### src/rtl/piso_serializer.sv
// piso_serializer: valid/ready word capture and gapless one-bit-per-clock shift-out with frame flags.
// Define PARITY_EN to append an even-parity bit to every frame.
module piso_serializer #(
    parameter int WIDTH     = 4,
    parameter int MSB_FIRST = 1
) (
    input  logic             clk,
    input  logic             reset,
    input  logic [WIDTH-1:0] din,
    input  logic             din_valid,
    output logic             din_ready,
    output logic             sout,
    output logic             sout_valid,
    output logic             frame_start,
    output logic             frame_done,
    output logic             busy
);
    localparam int CW = $clog2(WIDTH + 1);
`ifdef PARITY_EN
    typedef enum logic [1:0] {IDLE, SHIFT, PAR} state_t;
`else
    typedef enum logic [1:0] {IDLE, SHIFT} state_t;
`endif
    state_t state, state_n;
    logic [WIDTH-1:0] sreg, sreg_n;
    logic [CW-1:0] cnt, cnt_n;
    logic sout_n, start_n, done_n, accept, last;
`ifdef PARITY_EN
    logic par, par_n;
`endif
    // cnt indexes the bit currently on sout, so last marks the final data bit
    assign last = state == SHIFT && cnt == CW'(WIDTH - 1);
`ifdef PARITY_EN
    assign din_ready = reset && (state == IDLE || state == PAR);
`else
    assign din_ready = reset && (state == IDLE || last);
`endif
    assign accept = din_valid && din_ready;
    assign busy = state != IDLE;
    assign sout_valid = busy;

    always_comb begin
        state_n = state;
        sreg_n = sreg;
        cnt_n = cnt;
        sout_n = 1'b0;
        start_n = 1'b0;
        done_n = 1'b0;
`ifdef PARITY_EN
        par_n = par;
`endif
        if (accept) begin
            state_n = SHIFT;
            cnt_n = '0;
            sout_n = MSB_FIRST != 0 ? din[WIDTH-1] : din[0];
            sreg_n = MSB_FIRST != 0 ? din << 1 : din >> 1;
            start_n = 1'b1;
`ifdef PARITY_EN
            par_n = ^din;
`endif
        end else if (state == SHIFT && !last) begin
            cnt_n = cnt + CW'(1);
            sout_n = MSB_FIRST != 0 ? sreg[WIDTH-1] : sreg[0];
            sreg_n = MSB_FIRST != 0 ? sreg << 1 : sreg >> 1;
`ifdef PARITY_EN
`else
            done_n = cnt == CW'(WIDTH - 2);
`endif
        end else begin
            state_n = IDLE;
`ifdef PARITY_EN
            if (last) begin
                state_n = PAR;
                sout_n = par;
                done_n = 1'b1;
            end
`endif
        end
    end

    always_ff @(posedge clk or negedge reset) begin
        if (!reset) begin
            state <= IDLE;
            sreg <= '0;
            cnt <= '0;
            sout <= 1'b0;
            frame_start <= 1'b0;
            frame_done <= 1'b0;
`ifdef PARITY_EN
            par <= 1'b0;
`endif
        end else begin
            state <= state_n;
            sreg <= sreg_n;
            cnt <= cnt_n;
            sout <= sout_n;
            frame_start <= start_n;
            frame_done <= done_n;
`ifdef PARITY_EN
            par <= par_n;
`endif
        end
    end
endmodule

### config.mk
export PLATFORM = sky130hd
export DESIGN_NAME = piso_serializer
export DESIGN_NICKNAME = d
export VERILOG_FILES = /design/src/rtl/piso_serializer.sv
export SDC_FILE = /design/constraint.sdc
export NUM_CORES = 1
export LEC_CHECK = 0
export BUFFER_PORTS_ARGS = -buffer_cell sky130_fd_sc_hd__buf_2
export CAP_MARGIN = 20
export CORE_AREA = 2 2 39 41
export CTS_CLUSTER_SIZE = 40
export DETAILED_ROUTE_END_ITERATION = 10
export DIE_AREA = 0 0 41 43
export GPL_TIMING_DRIVEN = 0
export PLACE_DENSITY = 0.69
export SLEW_MARGIN = 20
export SYNTH_ARGS = -nofsm -noshare
export SYNTH_HDL_FRONTEND = slang
export SYNTH_SLANG_ARGS = --single-unit
export TNS_END_PERCENT = 50
### constraint.sdc
create_clock -name clk -period 1.9 [get_ports clk]
set_input_delay 0.19 -clock clk [delete_from_list [all_inputs] [get_ports clk]]
set_output_delay 0.19 -clock clk [all_outputs]
set_load 0.005 [all_outputs]
* After elaboration in Yosys (flattened, before gate mapping) *
Cells that the tools add are included.

storage, ports and cells
  bits in registers = 12
  input bits = 7

operators by class
  add/sub/neg operators = 1
  equal/unequal tests = 4
  muxes and demuxes = 11
  reduce and logical (&&, ||, !) cells = 9

operators with widths
  cell                                           count
  2-to-1 mux 4 bit                               2
  == test 3 x 2 -> 1 bit, second input constant  2
  2-to-1 mux 3 bit                               2
  2-to-1 mux 1 bit                               5
  logical AND 1 bit                              4
  2-to-1 mux 2 bit                               2
  nonzero test 2 bit                             2
  adder 3 x 1 -> 3 bit, second input constant    1
  == test 2 x 1 -> 1 bit, second input constant  1
  zero test 2 bit                                1
  inequality test 2 bit, second input constant   1
  zero test 1 bit                                1
  logical OR 1 bit                               1

* Logic depth before layout (Yosys ltp) *
  depth after elaboration = 6
  mapped depth = 6
  depth with buffers taken out = 5

* Worst setup path before layout *
OpenSTA, ideal clock, no wires.

  path type = register to output
  from = register cnt[0]
  to = output port din_ready
  arrival = 1.167 ns
  required time = 1.710 ns
  slack = 0.543 ns
  cell stages (with the launch flop) = 5
  cells stage by stage = dfrtp_1 > ha_1 > ha_1 > nand2b_2 > and2_1

on the way
  cells in the longest elaborated chain, start to end = 4

RTL lines
  item                    RTL line  RTL
  from (decl)             26        logic [CW-1:0] cnt, cnt_n;
  from (signal assigned)  95        cnt <= cnt_n;
  == test 3 x 2 -> 1 bit  32        assign last = state == SHIFT && cnt == CW'(WIDTH - 1);
  logical AND 1 bit       32
  logical OR 1 bit        36        assign din_ready = reset && (state == IDLE || last);
  logical AND 1 bit       36
  to (decl)               11        output logic din_ready,

No other way between the ends.

* Worst setup path after layout *
Ends and elaborated chain as after synthesis.

==> impl_metrics.py <==
metrics = {
    "sta": {
        "tns_ps": 0,
        "worst_pin_slew_ps": 296,
        "finClkSkew_ps": 4.16,
        "finalWorstSetupSlack_ps": 107,
        "finalCritPeriodShare": 0.944,
        "fin_crit_ps": 1790,
        "hold_violations": 0,
        "rsz0062_at_grt": "no",
        "fmax_mhz": 558,
        "whs_ps": 145,
        "relSlewSlack": 0.803,
        "setup_violations": 0,
        "maxSlewViolCount": 0,
    },
    "setup_path": {
        "critical_path_class": "reg2out",
        "arrival_ps": 1600,
        "crit_path_max_fanout": 6,
        "endpoint_kind": "primary output",
        "start_kind": "register",
        "worstReg2RegStart": "cnt[0]$_DFFE_PN0P_",
        "critPathMostFrequentCell": "ha_1",
        "worstSetupStartpoint": "cnt[0]$_DFFE_PN0P_",
        "crit_path_max_incr_delay_ps": 410,
        "crit_chain": "ha_1, ha_1, nand2b_2, and2_1, buf_2",
        "required_ps": 1710,
        "cpMaxStageDelayCell": "dfrtp_1",
    },
    "die": {
        "core_um2": 1380,
        "die_h_um": 43,
        "rows": 14,
        "io_pins": 13,
        "die_area_um2": 1760,
        "start_util": 0.335,
        "die_w_um": 41,
    },
    "cts": {
        "htreeDepth": 1,
        "cts.sinks": 10,
        "clockBufferDepth": 2,
        "post-cts-setup-buffer-count": 0,
        "hold_buffers": 1,
        "cts_tree": "yes",
        "cts_resized": 0,
        "clock_tree.root_cell": "clkbuf_4",
        "clock_latency_ps": 260,
        "cts-buffers-inserted": 3,
        "clk_pin_slew_worst_paths_ps": 60,
    },
    "drt": {
        "wl_per_cell_um": 10.6,
        "drt_iter0_markers": 3,
        "drt-total-wl_um": 751,
        "drc_errors": 0,
        "firstDrtPassIters": 4,
        "via_per_inst": 4.63,
        "ant_nets": 0,
        "dr_total_vias": 329,
    },
    "min_path": {
        "min_from": "din[3]",
        "hold_path_class": "in2reg",
    },
    "cells_and_area": {
        "drive_gt1_frac": 0.400,
        "syn2layout_area_growth_pct": 24.3,
        "mostFrequentLayoutCells": "12 x buf_2, 10 x dfrtp_1, 4 x nand2_1",
        "diodes": 0,
        "fin_cells": 71,
        "nNetsFinal": 67,
        "fin_area_um2": 576,
        "final_common_cell": "buf_2",
    },
    "yosys": {
        "syn_nets": 49,
        "avgSynthCellArea_um2": 11.9,
        "ys_seq_elements": 10,
        "synth.area.top_cells": "dfrtp_1 54%, ha_1 8.1%, mux2i_1 4.3%",
        "synthArstFlopShare": 1.00,
        "synth_edf_count": 0,
        "ys.flop_type": "dfrtp_1",
        "seq_area_frac_synth": 0.541,
        "yosysWarnings": 0,
        "syn-instance-count": 39,
        "synth.distinct_cells": 18,
        "yosysTopAreaCellShare": 0.541,
        "synth_largest_area_cell": "dfrtp_1",
        "syn_area_um2": 463,
    },
    "placed_design": {
        "dp.cells": 67,
        "preCtsSetupSlack_ps": 384,
        "place_congestion": 0.692,
        "io_buffers": 12,
        "place_area_um2": 543,
        "place_hpwl_um": 565,
    },
    "grt": {
        "grt_pass1_vias": 307,
        "grt_max_degree": 14,
        "track_usage": 0.113,
        "grt-ovfl-total": 0,
        "grt_pass1_wl_mm": 1.24,
        "antenna_found_initial": 0,
    },
    "pwr": {
        "p_per_area_nw_per_um2": 1450,
        "ir_worst_vdd_uv": 403,
        "p_leak_nw": 0.309,
    },
    "job": {
        "maxCapViolCount": 0,
    },
    "outcome": {
        "status": "complete, no violations",
    },
}
-- cells by family (layout without fill, tap and decap cells) --
family / count (synthesis) / after routing / synth area share
compound gates: 7 / 7 / 0.0892
fa+ha+maj: 3 / 3 / 0.0811
buf+inv: 5 / 21 / 0.0649
flops: 10 / 10 / 0.541
mux: 2 / 2 / 0.0432
simple gates: 12 / 12 / 0.181
-- layer usage --
layer | track usage | vias to the layer above | part of all wire
li1 | - | 163 | -
met2 | 0.144 | 13 | 0.49
met3 | 0.0314 | 2 | 0.065
met5 | 0 | - | 0
met4 | 0.120 | 0 | 0.019
met1 | 0.139 | 151 | 0.42
-- Yosys cell counts (2+ instances only) --
| library cell | instances |
|---|---|
| ha_1 | 3 |
| nand3_1 | 2 |
| inv_1 | 3 |
| o21ai_0 | 3 |
| o22ai_1 | 2 |
| dfrtp_1 | 10 |
| nand2_1 | 4 |
| mux2i_1 | 2 |
-- worst paths after layout --
path                                  endpoint  slack [ps]  depth (start not counted)
setup / recovery                     din_ready         110                          5
hold / removal                  sout$_DFF_PN0_         150                          2
setup reg to reg                sout$_DFF_PN0_         510                          6
hold reg to reg            sreg[3]$_DFFE_PN0P_         480                          2
max in group asynchronous   cnt[2]$_DFFE_PN0P_        1330                          2
min in group asynchronous       sout$_DFF_PN0_         340                          2
-- where the power goes --
part,total (W),internal [W],switching [W]
registers,0.000343,0.000295,0.0000476
clock network,0.000141,0.0000730,0.0000678
logic,0.000352,0.000186,0.000166
-- final cells by class --
class | instances | area, um^2
plain buffers | 2 | 18.8
clock buffers | 3 | 22.5
fillers | 143 | 808
inverters | 3 | 11.3
multi-input cells | 24 | 183
flip-flops and latches | 10 | 250
well taps | 16 | 20.0
repair buffers | 13 | 70.1
-- metrics by stage --
step                      power, W   util
final                     0.000836  0.416
after global routing      0.000925  0.416
after CTS                 0.000848  0.416
after detailed placement  0.000704  0.392
after global placement    0.000692  0.392
after floorplan           0.000601      -
-- state kept, by name, indices dropped and copies added, names as in the netlist --
signal and cells:
cnt 3, frame_done 1, frame_start 1, sout 1, sreg 3, state 1
-- worst max-delay path, delay by kind of cell (launching register included) --
| family | cells | cell delay [ps] |
|---|---|---|
| AND/OR/NAND/NOR | 2 | 400 |
| flip-flops | 1 | 410 |
| buffers and inverters | 1 | 120 |
| adder cells (fa/ha/maj) | 2 | 430 |
No activity file was read; power rests on OpenSTA's default activity.
